[src/rtl/rca110_mem_arb_if.sv]
// rca110_mem_arb_if: bundles the CPU port, the DMA port and the mm_* memory
// bus of the RCA 110 memory arbiter. The arbiter connects through the slave
// modport. The CPU, the I/O channel and the memory connect through the master
// modport.
interface rca110_mem_arb_if #(
  parameter int AW = 12,
  parameter int DW = 24
);
  // CPU requester
  logic          c_req;
  logic          c_we;
  logic [AW-1:0] c_adr;
  logic [DW-1:0] c_odat;
  logic          c_ack;
  logic [DW-1:0] c_idat;

  // DMA requester
  logic          d_req;
  logic          d_we;
  logic [AW-1:0] d_adr;
  logic [DW-1:0] d_odat;
  logic          d_ack;
  logic [DW-1:0] d_idat;

  // Current owner, one-hot: [0]=CPU, [1]=DMA
  logic [1:0]    o_gnt;

  // Main memory bus
  logic [AW-1:0] mm_adr;
  logic          mm_we;
  logic [DW-1:0] mm_odat;
  logic [DW-1:0] mm_idat;

  modport slave (
    input  c_req, c_we, c_adr, c_odat,
    output c_ack, c_idat,
    input  d_req, d_we, d_adr, d_odat,
    output d_ack, d_idat,
    output o_gnt,
    output mm_adr, mm_we, mm_odat,
    input  mm_idat
  );

  modport master (
    output c_req, c_we, c_adr, c_odat,
    input  c_ack, c_idat,
    output d_req, d_we, d_adr, d_odat,
    input  d_ack, d_idat,
    input  o_gnt,
    input  mm_adr, mm_we, mm_odat,
    output mm_idat
  );
endinterface

[src/rtl/rca110_mem_arb.sv]
// rca110_mem_arb: shares the single-port RCA 110 main memory (registered read)
// between the CPU and the I/O data channel. Each transaction takes three
// states: IDLE (grant), ACCESS (address cycle) and RESP (read data capture,
// then ack).
// Optional build macro RCA110_ARB_DMA_PRIO_EN: when it is defined, an eligible
// DMA request always beats the CPU. When it is not defined, simultaneous
// requests are resolved round-robin.
module rca110_mem_arb #(
  parameter int AW = 12,
  parameter int DW = 24
) (
  input  logic            i_clk,
  input  logic            i_rst,
  rca110_mem_arb_if.slave bus
);

  typedef enum logic [1:0] {
    S_IDLE   = 2'd0,
    S_ACCESS = 2'd1,
    S_RESP   = 2'd2
  } state_t;

  state_t        state, state_d;
  logic          c_elig, d_elig;
  logic          grant_c, grant_d;

  logic [AW-1:0] mm_adr;
  logic          mm_we;
  logic [DW-1:0] mm_odat;
  logic          xfer_we;   // direction of the transaction in flight
  logic [1:0]    gnt;
  logic          c_ack, d_ack;
  logic [DW-1:0] c_idat, d_idat;
`ifndef RCA110_ARB_DMA_PRIO_EN
  logic          last_dma;  // 1: the most recent grant went to the DMA port
`endif

  assign bus.mm_adr  = mm_adr;
  assign bus.mm_we   = mm_we;
  assign bus.mm_odat = mm_odat;
  assign bus.o_gnt   = gnt;
  assign bus.c_ack   = c_ack;
  assign bus.d_ack   = d_ack;
  assign bus.c_idat  = c_idat;
  assign bus.d_idat  = d_idat;

  // State register. The async reset aborts any transaction in flight.
  // NOTE: registers are updated only with non-blocking assignments, so every
  // always_ff block reads the values from before the edge.
  always_ff @(posedge i_clk or posedge i_rst) begin
    if (i_rst) state <= S_IDLE;
    else       state <= state_d;
  end

  // Next state and the grant decision.
  // A requester whose ack is high in this cycle has not yet seen its ack, so
  // it is held off and cannot be granted again.
  // NOTE: every signal gets a default value first, so no path leaves a signal
  // unassigned and no latch is inferred.
  always_comb begin
    state_d = state;
    grant_c = 1'b0;
    grant_d = 1'b0;
    c_elig  = bus.c_req && !c_ack;
    d_elig  = bus.d_req && !d_ack;
    case (state)
      S_IDLE: begin
`ifdef RCA110_ARB_DMA_PRIO_EN
        grant_d = d_elig;
        grant_c = c_elig && !d_elig;
`else
        if (c_elig && d_elig) begin
          grant_c = last_dma;
          grant_d = !last_dma;
        end else begin
          grant_c = c_elig;
          grant_d = d_elig;
        end
`endif
        if (grant_c || grant_d) state_d = S_ACCESS;
      end
      S_ACCESS: state_d = S_RESP;
      S_RESP:   state_d = S_IDLE;
      default:  state_d = S_IDLE;
    endcase
  end

  // Memory bus, grant, acks and returned read data.
  // NOTE: every datapath register, including the read-data holding registers,
  // has a reset value, so all outputs read 0 while reset is asserted.
  always_ff @(posedge i_clk or posedge i_rst) begin
    if (i_rst) begin
      mm_adr   <= '0;
      mm_we    <= 1'b0;
      mm_odat  <= '0;
      xfer_we  <= 1'b0;
      gnt      <= 2'b00;
      c_ack    <= 1'b0;
      d_ack    <= 1'b0;
      c_idat   <= '0;
      d_idat   <= '0;
`ifndef RCA110_ARB_DMA_PRIO_EN
      last_dma <= 1'b1;
`endif
    end else begin
      c_ack <= 1'b0;
      d_ack <= 1'b0;
      case (state)
        S_IDLE: begin
          if (grant_c) begin
            mm_adr  <= bus.c_adr;
            mm_we   <= bus.c_we;
            mm_odat <= bus.c_odat;
            xfer_we <= bus.c_we;
            gnt     <= 2'b01;
          end else if (grant_d) begin
            mm_adr  <= bus.d_adr;
            mm_we   <= bus.d_we;
            mm_odat <= bus.d_odat;
            xfer_we <= bus.d_we;
            gnt     <= 2'b10;
          end
        end
        S_ACCESS: begin
          // The memory commits the write at this edge. Dropping mm_we here
          // keeps the write strobe to exactly one cycle.
          mm_we <= 1'b0;
        end
        S_RESP: begin
          if (gnt[1]) begin
            d_ack <= 1'b1;
            if (!xfer_we) d_idat <= bus.mm_idat;
          end else begin
            c_ack <= 1'b1;
            if (!xfer_we) c_idat <= bus.mm_idat;
          end
          mm_we <= 1'b0;
          gnt   <= 2'b00;
`ifndef RCA110_ARB_DMA_PRIO_EN
          last_dma <= gnt[1];
`endif
        end
        default: begin
          mm_we <= 1'b0;
          gnt   <= 2'b00;
        end
      endcase
    end
  end

endmodule
[src/flat_wrapper.sv]
// flat-port wrapper written by rule: the top's interface ports become plain ports
module rca110_mem_arb_flat 
#(
  parameter int AW = 12,
  parameter int DW = 24
)
  (i_clk, i_rst, bus_c_req, bus_c_we, bus_c_adr, bus_c_odat, bus_c_ack, bus_c_idat, bus_d_req, bus_d_we, bus_d_adr, bus_d_odat, bus_d_ack, bus_d_idat, bus_o_gnt, bus_mm_adr, bus_mm_we, bus_mm_odat, bus_mm_idat);
  rca110_mem_arb_if #(.AW(AW), .DW(DW)) bus_i ();
  input  logic i_clk;
  input  logic i_rst;
  input wire logic [$bits(bus_i.c_req)-1:0] bus_c_req;
  input wire logic [$bits(bus_i.c_we)-1:0] bus_c_we;
  input wire logic [$bits(bus_i.c_adr)-1:0] bus_c_adr;
  input wire logic [$bits(bus_i.c_odat)-1:0] bus_c_odat;
  output wire logic [$bits(bus_i.c_ack)-1:0] bus_c_ack;
  output wire logic [$bits(bus_i.c_idat)-1:0] bus_c_idat;
  input wire logic [$bits(bus_i.d_req)-1:0] bus_d_req;
  input wire logic [$bits(bus_i.d_we)-1:0] bus_d_we;
  input wire logic [$bits(bus_i.d_adr)-1:0] bus_d_adr;
  input wire logic [$bits(bus_i.d_odat)-1:0] bus_d_odat;
  output wire logic [$bits(bus_i.d_ack)-1:0] bus_d_ack;
  output wire logic [$bits(bus_i.d_idat)-1:0] bus_d_idat;
  output wire logic [$bits(bus_i.o_gnt)-1:0] bus_o_gnt;
  output wire logic [$bits(bus_i.mm_adr)-1:0] bus_mm_adr;
  output wire logic [$bits(bus_i.mm_we)-1:0] bus_mm_we;
  output wire logic [$bits(bus_i.mm_odat)-1:0] bus_mm_odat;
  input wire logic [$bits(bus_i.mm_idat)-1:0] bus_mm_idat;
  assign bus_i.c_req = bus_c_req;
  assign bus_i.c_we = bus_c_we;
  assign bus_i.c_adr = bus_c_adr;
  assign bus_i.c_odat = bus_c_odat;
  assign bus_c_ack = bus_i.c_ack;
  assign bus_c_idat = bus_i.c_idat;
  assign bus_i.d_req = bus_d_req;
  assign bus_i.d_we = bus_d_we;
  assign bus_i.d_adr = bus_d_adr;
  assign bus_i.d_odat = bus_d_odat;
  assign bus_d_ack = bus_i.d_ack;
  assign bus_d_idat = bus_i.d_idat;
  assign bus_o_gnt = bus_i.o_gnt;
  assign bus_mm_adr = bus_i.mm_adr;
  assign bus_mm_we = bus_i.mm_we;
  assign bus_mm_odat = bus_i.mm_odat;
  assign bus_i.mm_idat = bus_mm_idat;
  rca110_mem_arb #(.AW(AW), .DW(DW)) u_core (.i_clk(i_clk), .i_rst(i_rst), .bus(bus_i));
endmodule
[config.mk]
export PLATFORM = sky130hd
export DESIGN_NAME = rca110_mem_arb_flat
export DESIGN_NICKNAME = d
export VERILOG_FILES = /design/src/rtl/rca110_mem_arb_if.sv /design/src/rtl/rca110_mem_arb.sv /design/src/flat_wrapper.sv
export SDC_FILE = /design/constraint.sdc
export NUM_CORES = 1
export LEC_CHECK = 0
export ABC_CLOCK_PERIOD_IN_PS = 3900
export BUFFER_PORTS_ARGS = -buffer_cell sky130_fd_sc_hd__buf_4
export CAP_MARGIN = 20
export CORE_ASPECT_RATIO = 1.1
export CORE_MARGIN = 2
export CORE_UTILIZATION = 40
export DETAILED_ROUTE_END_ITERATION = 8
export PLACE_DENSITY = 0.71
export SYNTH_ARGS = -nofsm -noshare
export SYNTH_HDL_FRONTEND = slang
export SYNTH_SLANG_ARGS = --single-unit
[constraint.sdc]
create_clock -name i_clk -period 3.9 [get_ports i_clk]
set_input_delay 0.39 -clock i_clk [delete_from_list [all_inputs] [get_ports i_clk]]
set_output_delay 0.39 -clock i_clk [all_outputs]
set_load 0.01 [all_outputs]
=== After elaboration in Yosys (flattened, before gate mapping) ===
Index checks and enable logic that the tools add are counted.
Widths: inputs -> output; s select.

* Multiplexer cells: 22
* Bitwise gates (word level): 3
* Reduce and logical (&&, ||, !) cells: 13
* Eq/ne operators: 4

{| class="wikitable"
|+ Operators by type and width
! operator !! number
|-
| $mux 24 || 2
|-
| $mux 12 || 2
|-
| $mux 1 || 13
|-
| $pmux 2 s2 || 2
|-
| $mux 2 || 3
|-
| $reduce_and 3->1 || 2
|-
| $reduce_and 2->1 || 2
|-
| $logic_and 1x1->1 || 3
|-
| $logic_not 1->1 || 3
|-
| $ne 3x1->1 const B || 1
|-
| $not 1->1 || 3
|-
| $eq 2x1->1 const B || 1
|-
| $eq 2x2->1 const B || 1
|-
| $logic_not 2->1 || 1
|-
| $ne 2x1->1 const B || 1
|-
| $reduce_bool 2->1 || 1
|-
| $logic_or 1x1->1 || 1
|}

* Output and inout port bits: 89
* Word-level logic and storage cells: 53
* Bits in registers: 93
* Bits of input ports: 102

=== Logic depth before layout (Yosys ltp) ===
* Depth after elaboration: 9
* Depth in mapped cells: 6
* Mapped depth without buffers: 5

=== Least setup slack after synthesis ===
No wires, ideal clock.

* Path kind: flip-flop to flip-flop
* Start: register u_core.state[0]
* End: register u_core.c_idat[10], in the netlist u_core.bus.c_idat[10]
* Clock period less this slack: 1497 ps
* Library setup time: 125 ps
* Path buffers: 1
* Arrival time: 1372 ps
* Required time: 3775 ps
* Cell stages (with the launch flop): 6
* Slack: 2403 ps
* Path through: dfrtp_1 -> inv_1 -> nand2_1 -> nor3_4 -> buf_6 -> mux2_2

* Word-level cells in the longest chain between the ends: 2

{| class="wikitable"
|+ Ends and longest elaborated chain
! item !! line !! source
|-
| start, declared || rca110_mem_arb.sv:23 || <nowiki>state_t state, state_d;</nowiki>
|-
| start signal, assigned || rca110_mem_arb.sv:52 || <nowiki>else state <= state_d;</nowiki>
|-
| $eq 2x2->1 || rca110_mem_arb.sv:108 || <nowiki>case (state)</nowiki>
|-
| $reduce_and 3->1 (no line) || n/a ||
|-
| end signal, assigned || rca110_mem_arb.sv:135 || <nowiki>if (!xfer_we) c_idat <= bus.mm_idat;</nowiki>
|-
| end, declared || rca110_mem_arb.sv:33 || <nowiki>logic [DW-1:0] c_idat, d_idat;</nowiki>
|}

No other way between the ends.
A chain may end at the register's enable or synchronous reset.

=== Worst setup path in the final report ===
* Start: register u_core.c_ack, in the netlist u_core.bus.c_ack
* End: register u_core.mm_odat[13], in the netlist u_core.bus.mm_odat[13]

* Word-level cells in the longest chain between the ends: 8
* Elaborated cells between the ends (all ways): 12

{| class="wikitable"
|+ Ends and longest elaborated chain
! item !! line !! source
|-
| start, declared || rca110_mem_arb.sv:32 || <nowiki>logic c_ack, d_ack;</nowiki>
|-
| start signal, assigned || rca110_mem_arb.sv:98 || <nowiki>c_ack <= 1'b0;</nowiki>
|-
| start signal, assigned || rca110_mem_arb.sv:106 || <nowiki>c_ack <= 1'b0;</nowiki>
|-
| start signal, assigned || rca110_mem_arb.sv:134 || <nowiki>c_ack <= 1'b1;</nowiki>
|-
| $logic_not 1->1 * || rca110_mem_arb.sv:64 || <nowiki>c_elig = bus.c_req && !c_ack;</nowiki>
|-
| $logic_and 1x1->1 * || rca110_mem_arb.sv:64 ||
|-
| $logic_and 1x1->1 || rca110_mem_arb.sv:72 || <nowiki>if (c_elig && d_elig) begin</nowiki>
|-
| $mux 1 || rca110_mem_arb.sv:72 ||
|-
| $mux 1 (2 in a row) || rca110_mem_arb.sv:66 || <nowiki>case (state)</nowiki>
|-
| $reduce_bool 2->1 (no line) || n/a ||
|-
| $reduce_and 2->1 (no line) || n/a ||
|-
| end signal, assigned || rca110_mem_arb.sv:113 || <nowiki>mm_odat <= bus.c_odat;</nowiki>
|-
| end signal, assigned || rca110_mem_arb.sv:119 || <nowiki>mm_odat <= bus.d_odat;</nowiki>
|-
| end, declared || rca110_mem_arb.sv:29 || <nowiki>logic [DW-1:0] mm_odat;</nowiki>
|}

Every way passes the cells marked *; elsewhere a longest branch is shown, timed or not. The select of a mux whose other input is x is not followed.

==> impl_metrics.ini <==
[global_routing]
gr-usage-all-layers_pct = 18.9
grt_util_met3_pct = 7.56
grt_pass1_wl_um = 15700
globalRouteMet1Util_pct = 23.7
grt_busiest_layer = met2
antenna_found_initial = 0
grt_max_degree = 69
overflow = 0
use_met2_pct = 30.7
grt_pass1_vias = 3242

[sta]
relSlewSlack_pct = 33.7
slew_viol_final = 0
fin_skew_ns = 0.0125
setup_violations = 0
tns_ns = 0
rsz0062_at_grt = no
fin_crit_ns = 2.05
hold_viol = 0
setup_ws_ns = 1.85
worst_pin_slew_ns = 0.993
fin_crit_sh_pct = 52.7
fmax_mhz = 487

[floorplan]
die_w_um = 97.0
die_h_um = 106
core_area_mm2 = 0.00931
initial_core_util_pct = 40.9
die_area_mm2 = 0.0103
num_rows = 37
ioPinCount = 191

[worst_setup_path]
crit_fanout = 68
crit_slowest_cell = inv_2
crit_type = reg2reg
arrival_ns = 2.32
cp_num_buf_inv = 1
crit_family = buffers and inverters
cp.depth = 5
slowest_delay_ns = 0.75
cp_cell_sequence = nor2b_2, o21ai_2, inv_2, nor2_1, a31oi_1
reg2regPathDepth = 5
cp-start-kind = register
cp.required_ns = 4.16
cp-end-kind = register

[synth]
ys_seq_elements = 93
synth.area.top_cells = dfrtp_1, mux2_2, nand2_1
syn-num-nets = 434
yosys_warnings = 0
ys_types = 29
synth_top_cell_by_area = dfrtp_1
synth_common_cells = dfrtp_1, nand2_1, mux2_2, nor2_1, a31oi_1
syn_avg_cell_area_um2 = 11.5
seq_area_frac_synth_pct = 61.2
synth_ff_type = dfrtp_1
async_flop_share_pct = 100
synthDominantCellAreaShare_pct = 60.5
yosysMostFrequentCell = dfrtp_1
syn_area_mm2 = 0.00380
synth_edf_count = 0
syn_inst = 332

[placement]
dp_cells = 624
place_hpwl_um = 7130
place_area_mm2 = 0.00531
place_ws_ns = 1.63
routabilityCongestion = 0.815
io_buffers = 190

[final_layout]
insertedDiodeCount = 0
final_cell_count_no_fill = 643
synthToLayoutAreaGrowth_pct = 47.3
drive_gt1_share_pct = 50.0
fin_nets = 623
fin_area_mm2 = 0.00560

[clocking]
worstSkewPairLatency_ns = 0.35
cts_setup_buffers = 0
cts_tree = built
clock_path_buffers = 2
clk_pin_slew_ns = 0.10
htree_levels = 3
cts-root-buf = clkbuf_8
clock-sinks = 93
cts-buffers-inserted = 9

[run]
drv_cap = 0

[detailed_routing]
drc = 0
viasPerCell = 4.88
wire_per_inst_um = 14.9
postRouteAntennaNets = 0
drt-total-wl_um = 9570
vias = 3137
drt_iter0_drc = 129
firstDrtPassIters = 4

[worst_hold_path]
worstHoldPathCells = 2
hold_path.class = in2reg

[power_and_ir_drop]
p_leak_nw = 2.72
power_density_mw_per_mm2 = 807
irDropWorstVdd_v = 0.000344
fin_total_pwr_mw = 4.52

[status]
outcome = finished, final reports clean
## state kept, by name, indices dropped and copies added, names as in the netlist
| name | flops |
|---|---|
| u_core.xfer_we | 1 |
| u_core.bus.mm_adr | 12 |
| u_core.bus.d_idat | 24 |
| u_core.state | 2 |
| u_core.bus.c_idat | 24 |
| u_core.bus.o_gnt | 2 |
| u_core.bus.mm_odat | 24 |
| u_core.bus.c_ack | 1 |
| u_core.bus.d_ack | 1 |
| u_core.last_dma | 1 |
| u_core.bus.mm_we | 1 |
## cell type report
type                       instances  area, um^2
sequential                        93        2330
timing repair buffer             196        1530
tap                              117         146
clock buffer                      10         128
multi-input combinational        217        1350
clock inverter                     6        92.6
fill                             767        3710
inverter                           4        16.3
## per-stage QoR
stage / hold slack [ns] / util (%)
finish: 0.265 / 60.2
floorplan: 0.472 / -
global route: 0.244 / 60.2
detailed placement: 0.472 / 57.1
global placement: 0.469 / 56.8
CTS: 0.242 / 59.5
## metal layers
metal | wire length, um | share of wire, %
met5 | 0 | 0
met4 | 124 | 1.3
met1 | 3860 | 40
met2 | 4560 | 48
met3 | 1030 | 11
## worst paths after layout
check / endpoint / start / slack [ns]
setup reg to reg: u_core.bus.mm_odat[13] / u_core.bus.c_ack / 1.85
hold reg to reg: u_core.bus.o_gnt[0] / u_core.bus.o_gnt[0] / 0.49
min in group asynchronous: u_core.bus.c_ack / i_rst / 0.48
hold / removal: u_core.bus.c_idat[16] / bus_mm_idat[16] / 0.27
max in group asynchronous: u_core.bus.mm_adr[11] / i_rst / 2.74
setup / recovery: u_core.bus.mm_odat[13] / u_core.bus.c_ack / 1.85
## worst register-to-register path: stages (launching register included)
cell     delay [ns]
dfrtp_1        0.40
nor2b_2        0.26
o21ai_2        0.19
inv_2          0.76
nor2_1         0.14
a31oi_1        0.22
## where the power goes
part | switching (mW) | internal, mW
Clock | 0.336 | 0.366
Sequential | 0.289 | 1.45
Combinational | 0.985 | 1.09
Total | 1.61 | 2.91
## kinds of logic (layout without fill, tap and decap cells)
family	after synthesis	after routing	share of synthesized area [%]
compound gates	50	50	8.69
buf+inv	22	216	3.16
flops	93	93	61.2
mux	48	48	14.2
simple gates	119	119	12.7
## repair_timing
action                                  in CTS  in global routing
hold endpoints to repair                     0                  4
gates resized for setup                      0                  0
endpoints found under the setup margin       0                  0
hold buffers                                 0                  1
## cell usage in the layout, fill, tap and decap left out, drive strengths merged
cell type | Yosys | layout
bufinv | 0 | 2
dfrtp | 92 | 92
nand2 | 73 | 73
o211a | 1 | 1
dlygate4sd3 | 0 | 1
a21o | 2 | 2
clkbuf | 6 | 10
o21ai | 7 | 7
o211ai | 1 | 1
buf | 12 | 195
clkinv | 0 | 1
clkinvlp | 0 | 2
a22oi | 1 | 1
nand2b | 2 | 2
nand3 | 1 | 1
nor2 | 40 | 40
a2111oi | 1 | 1
a21oi | 6 | 6
nor3 | 1 | 1
a31oi | 31 | 31
mux2 | 48 | 48
dfstp | 1 | 1
inv | 4 | 5
nor2b | 2 | 2
Note: power is estimated with default switching activity, not from simulation.
